$ cat src/rtl/fifo_arb_pkg.sv
// Shared defaults and types for the FIFO write-port arbiter.
// Types here are sized for the default configuration.
package fifo_arb_pkg;

   localparam int DEF_FIFO_WIDTH = 16;
   localparam int DEF_NUM_REQ    = 4;
   localparam int DEF_ID_W       = $clog2(DEF_NUM_REQ);

   localparam logic [7:0] RETRY_MAX = 8'hFF;

   typedef struct packed {
      logic                valid;
      logic [DEF_ID_W-1:0] id;
   } arb_stage_t;

   // Decoded FIFO write response; anything but an ack forces a retry.
   typedef enum logic [1:0] {
      RESP_NONE = 2'd0,
      RESP_ACK  = 2'd1,
      RESP_OVF  = 2'd2
   } resp_t;

endpackage

$ cat src/rtl/fifo_rr_pick.sv
// Combinational round-robin pick.
// Returns the first eligible index strictly after last_grant, wrapping around.
module fifo_rr_pick
   import fifo_arb_pkg::*;
#(
   parameter int NUM_REQ = DEF_NUM_REQ,
   parameter int ID_W    = $clog2(NUM_REQ)
) (
   input  logic [NUM_REQ-1:0] eligible,
   input  logic [ID_W-1:0]    last_grant,
   output logic               found,
   output logic [ID_W-1:0]    index
);

   logic [ID_W-1:0] cand;

   always_comb begin
      found = 1'b0;
      index = '0;
      cand  = '0;
      for (int unsigned k = 1; k <= NUM_REQ; k++) begin
         cand = ID_W'((32'(last_grant) + k) % 32'(NUM_REQ));
         if (!found && eligible[cand]) begin
            found = 1'b1;
            index = cand;
         end
      end
   end

endmodule

$ cat src/rtl/fifo_wr_arbiter.sv
// Round-robin arbiter that shares one FIFO write port among NUM_REQ producers.
// It tracks each write through the FIFO's registered response and retries rejected writes.
module fifo_wr_arbiter
   import fifo_arb_pkg::*;
#(
   parameter int FIFO_WIDTH = DEF_FIFO_WIDTH,
   parameter int NUM_REQ    = DEF_NUM_REQ,
   parameter int ID_W       = $clog2(NUM_REQ)
) (
   input  logic                          clk,
   input  logic                          rst,
   input  logic [NUM_REQ-1:0]            req,
   input  logic [NUM_REQ*FIFO_WIDTH-1:0] req_data,
   output logic [NUM_REQ-1:0]            req_ack,
   output logic [FIFO_WIDTH-1:0]         fifo_data_in,
   output logic                          fifo_wr_en,
   input  logic                          fifo_full,
   input  logic                          fifo_almostfull,
   input  logic                          fifo_wr_ack,
   input  logic                          fifo_overflow,
   output logic [7:0]                    retry_cnt,
   output logic                          busy
);

   typedef struct packed {
      logic            valid;
      logic [ID_W-1:0] id;
   } stage_t;

   stage_t             s1, s2, s3;
   logic [ID_W-1:0]    last_grant;
   logic [NUM_REQ-1:0] in_flight;
   logic [NUM_REQ-1:0] eligible;
   logic               blocked;
   logic               found;
   logic               grant;
   logic [ID_W-1:0]    win_id;
   resp_t              resp;

   // Masking S3 as well stops a second grant on the stale req seen alongside req_ack.
   always_comb begin
      in_flight = '0;
      if (s1.valid) in_flight[s1.id] = 1'b1;
      if (s2.valid) in_flight[s2.id] = 1'b1;
      if (s3.valid) in_flight[s3.id] = 1'b1;
   end

   assign eligible = req & ~in_flight;
   assign blocked  = fifo_full | (fifo_almostfull & s1.valid);
   assign grant    = found & ~blocked;

   fifo_rr_pick #(
      .NUM_REQ(NUM_REQ),
      .ID_W   (ID_W)
   ) u_pick (
      .eligible  (eligible),
      .last_grant(last_grant),
      .found     (found),
      .index     (win_id)
   );

   always_comb begin
      resp = RESP_NONE;
      if (fifo_wr_ack)
         resp = RESP_ACK;
      else if (fifo_overflow)
         resp = RESP_OVF;
   end

   always_ff @(posedge clk or posedge rst) begin
      if (rst) begin
         s1           <= '0;
         s2           <= '0;
         s3           <= '0;
         fifo_data_in <= '0;
         last_grant   <= ID_W'(NUM_REQ - 1);
         retry_cnt    <= '0;
      end else begin
         s1.valid <= grant;
         s1.id    <= win_id;
         s2       <= s1;
         s3.valid <= s2.valid && (resp == RESP_ACK);
         s3.id    <= s2.id;
         if (grant) begin
            fifo_data_in <= req_data[32'(win_id)*FIFO_WIDTH +: FIFO_WIDTH];
            last_grant   <= win_id;
         end
         if (s2.valid && (resp != RESP_ACK) && (retry_cnt != RETRY_MAX))
            retry_cnt <= retry_cnt + 8'd1;
      end
   end

   always_comb begin
      req_ack = '0;
      if (s3.valid) req_ack[s3.id] = 1'b1;
   end

   assign fifo_wr_en = s1.valid;
   assign busy       = s1.valid | s2.valid;

endmodule

$ cat config.mk
export PLATFORM = sky130hd
export DESIGN_NAME = fifo_wr_arbiter
export DESIGN_NICKNAME = d
export VERILOG_FILES = /design/src/rtl/fifo_arb_pkg.sv /design/src/rtl/fifo_rr_pick.sv /design/src/rtl/fifo_wr_arbiter.sv
export SDC_FILE = /design/constraint.sdc
export NUM_CORES = 1
export LEC_CHECK = 0
export BUFFER_PORTS_ARGS = -buffer_cell sky130_fd_sc_hd__buf_2
export CORE_ASPECT_RATIO = 0.7
export CORE_MARGIN = 2
export CORE_UTILIZATION = 45
export CTS_CLUSTER_DIAMETER = 100
export DETAILED_ROUTE_END_ITERATION = 10
export PLACE_DENSITY = 0.76
export SYNTH_ARGS = -nofsm -noshare
export SYNTH_HDL_FRONTEND = slang
export SYNTH_SLANG_ARGS = --single-unit
$ cat constraint.sdc
create_clock -name clk -period 3.05 [get_ports clk]
set_clock_uncertainty 0.2 [all_clocks]
set_input_delay 0.305 -clock clk [delete_from_list [all_inputs] [get_ports clk]]
set_output_delay 0.305 -clock clk [all_outputs]
set_load 0.02 [all_outputs]
==> run_results.csv <==
group,metric,value,unit
synthesis,async_flop_share,100,%
power_and_ir_drop,p_int,1.47,mW
setup_path,reg2reg_slack,0.26,ns
clocking,post_cts_buffers,0,
power_and_ir_drop,seqPwrFrac,31.9,%
floorplan,row_count,21,
floorplan,die-area,5420,µm²
timing,fin_crit,2.79,ns
finish,final_util,60.0,%
timing,finalMaxSlewViolations,0,
power_and_ir_drop,p_sw_share,44.5,%
timing,rsz0062_at_grt,"no",
power_and_ir_drop,combPwrFrac,55.8,%
setup_path,r2r_cells,7,
setup_path,critPathLaunchType,"register",
global_routing,grt-ovfl-total,0,
power_and_ir_drop,powerDensity,936,nW/µm²
floorplan,die_x,87.1,µm
setup_path,cpPeakStageDelay,0.48,ns
floorplan,initial_core_util,46.0,%
run,maxCapViolations,0,
synthesis,ys_warn_count,0,
finish,layout.nets,398,
synthesis,syn_inst,219,
floorplan,io-pin-count,104,
route,post_drt_wl_per_cell,15.1,µm
setup_path,r2r-end,"fifo_data_in[10]$_DFFE_PP0P_",
synthesis,ys_seq_area_share,40.3,%
clocking,clk_latency,0.29,ns
setup_path,worstPathRequired,3.00,ns
setup_path,endpoint_kind,"register",
clocking,cts_buffers,5,
synthesis,yosysUniqueCellTypes,41,
route,ant_nets,0,
setup_path,cp_cell_sequence,"buf_4 > and3b_1 > nor4b_2 > o211ai_1 > and4_1 > o21ai_0 > o211ai_1",
setup_path,cp_slowest_cell,"o211ai_1",
clocking,hold_buffers,0,
finish,drive_gt1_share,38.3,%
synthesis,syn_area,2180,µm²
global_routing,grt_pass1_wl,9160,µm
clocking,clockBufferDepth,2,
floorplan,core,4730,µm²
setup_path,worst_path_most_repeated_cell,"o211ai_1",
setup_path,critPathBufInv,1,
route,dr.pass1.iters,4,
floorplan,die_h,62.2,µm
clocking,h-tree-depth,2,
finish,n_antenna_cell,0,
timing,finalSetupTns,0,ns
setup_path,crit_type,"register to register",
timing,fmax,0.358,GHz
timing,relSlewSlack,28.2,%
power_and_ir_drop,power.switching,1.18,mW
synthesis,synth-main-ff-cell,"dfrtp_1",
finish,final_area,2840,µm²
route,drt_iter0_drc,127,
route,routed_wirelength,5740,µm
setup_path,critical_path.top_delay_family,"simple AND/OR/NAND/NOR gates",
power_and_ir_drop,ir_drop,0.536,mV
timing,worstMarginPinSlew,1.07,ns
setup_path,cp.depth,7,
setup_path,crit_fanout,16,
clocking,clk_pin_slew_worst_paths,0.07,ns
setup_path,worst_r2r_startpoint,"fifo_wr_en$_DFF_PP0_",
clocking,cts-root-buf,"clkbuf_8",
hold_path,hold_path.class,"primary input to async pin",
route,route.detailed.drc,0,
timing,worst_slack,0.256,ns
placed_design,gp_congestion,0.810,
placed_design,post_dp_cell_area,2750,µm²
synthesis,ys_ff_latch,35,
placed_design,place.port_buffers,102,
timing,period_share,91.6,%
synthesis,synth_nets,294,
route,vias_per_cell,5.50,
synthesis,avgSynthCellArea,9.94,µm²
timing,finalSetupViolations,0,
global_routing,grt_pass1_vias,1968,
placed_design,preCtsSetupSlack,0.356,ns
power_and_ir_drop,p_leak,1.42,nW
clocking,tritoncts,"yes",
global_routing,grt_max_degree,26,
placed_design,hpwl,4370,µm
status,status,"finished, final reports clean",
power_and_ir_drop,power.share.clock,12.3,%
timing,hold_viol_final,0,
clocking,post_cts_resized,0,
global_routing,antenna_found_initial,0,
clocking,clock-sinks,35,
global_routing,grt_use_total,21.4,%
synthesis,synth_edf_count,0,
setup_path,arrival,2.74,ns
finish,syn2layout_area_growth,30.3,%
route,num_vias,2097,
## registers in the layout, indices dropped and copies added, names as in the netlist
register,cells
fifo_data_in,16
retry_cnt,8
s2,3
s3,3
last_grant,2
s1,2
fifo_wr_en,1
## worst max-delay path by stage
stage	endpoint	from	slack, ns
6_report	fifo_data_in[10]$_DFFE_PP0P_	fifo_wr_en$_DFF_PP0_	0.26
2_1_floorplan	fifo_data_in[0]$_DFFE_PP0P_	s3[0]$_DFF_PP0_	0.26
4_1_cts	fifo_data_in[10]$_DFFE_PP0P_	fifo_wr_en$_DFF_PP0_	0.35
5_1_grt	fifo_data_in[15]$_DFFE_PP0P_	s2[2]$_DFF_PP0_	0.11
3_3_place_gp	fifo_data_in[10]$_DFFE_PP0P_	fifo_wr_en$_DFF_PP0_	0.37
3_5_place_dp	fifo_data_in[10]$_DFFE_PP0P_	s2[2]$_DFF_PP0_	0.36
## through the flow
stage / power [mW] / instances / hold slack [ns]
floorplan: 1.93 / 219 / 0.200
global placement: 2.30 / 373 / 0.230
detailed placement: 2.34 / 373 / 0.230
CTS: 2.67 / 381 / 0.0532
global route: 2.85 / 381 / 0.0744
finish: 2.66 / 381 / 0.0190
## final cells by class
| type | instances | area (µm²) |
|---|---|---|
| repair buffers | 111 | 591 |
| inverters | 7 | 26.3 |
| fillers | 427 | 1890 |
| flip-flops and latches | 35 | 878 |
| clock buffers | 6 | 72.6 |
| multi-input cells | 163 | 1190 |
| well taps | 57 | 71.3 |
| clock inverters | 2 | 12.5 |
## synthesized netlist by cell type, types with 2 or more instances
cell type	n	share of area, %
and3_1	4	1.1
nand3_1	3	0.69
nand3b_1	2	0.69
clkbuf_1	9	1.6
o211a_1	2	0.92
xnor2_1	6	2.4
a21oi_1	2	0.46
o211ai_1	17	5.9
mux2i_1	16	7.4
nand4b_1	2	0.80
buf_2	2	0.46
dfstp_2	2	2.4
nand4_1	3	0.86
and3b_1	4	1.6
buf_6	2	1.0
and4_1	17	6.8
inv_1	7	1.2
o2bb2ai_1	3	1.2
nor2_1	2	0.34
or4b_1	2	0.92
o21ai_0	13	3.0
o31a_1	16	6.4
nor3b_1	3	1.0
dfrtp_1	33	38
o21ai_1	5	1.1
nand2_1	27	4.7
## power by group through the flow
stage | registers (mW) | logic, mW | clock network, mW
after floorplan | 0.992 | 0.943 | 0
after global placement | 0.842 | 1.46 | 0
after detailed placement | 0.853 | 1.49 | 0
after CTS | 0.848 | 1.49 | 0.332
after global routing | 0.878 | 1.62 | 0.353
final | 0.848 | 1.48 | 0.326
## cell usage in the layout (no fill, tap or decap), types with 2 or more instances in the layout
cell / netlist / final
and4_1: 17 / 17
or4b_1: 2 / 2
nand4b_1: 2 / 2
mux2i_1: 16 / 16
nand3b_1: 2 / 2
nand4_1: 3 / 3
nand2_1: 27 / 27
o31a_1: 16 / 16
o21ai_0: 13 / 13
clkbuf_8: 0 / 5
xnor2_1: 6 / 6
and3b_1: 4 / 4
buf_2: 2 / 102
nor3b_1: 3 / 3
dfrtp_1: 33 / 33
and3_1: 4 / 4
buf_4: 0 / 8
o21ai_1: 5 / 5
nand3_1: 3 / 3
o211a_1: 2 / 2
inv_1: 7 / 7
dfstp_2: 2 / 2
o2bb2ai_1: 3 / 3
a21oi_1: 2 / 2
nor2_1: 2 / 2
o211ai_1: 17 / 17
## routing by layer
metal  up-vias  global-route usage (%)  wire (µm)
met5         -                       0          0
met4         0                    7.50         66
met3         7                    4.26        420
met2        81                    32.7       2620
met1       961                    30.2       2630
li1       1048                       -          -
## cell families after synthesis
| group | count (synthesis) | share of synthesized area [%] |
|---|---|---|
| simple gates | 74 | 21.9 |
| flops | 35 | 40.3 |
| xor+xnor | 7 | 2.82 |
| buf+inv | 21 | 5.17 |
| compound gates | 64 | 21.3 |
| mux | 17 | 7.87 |
| fa+ha+maj | 1 | 0.575 |
(Power assumes the default switching activity.)
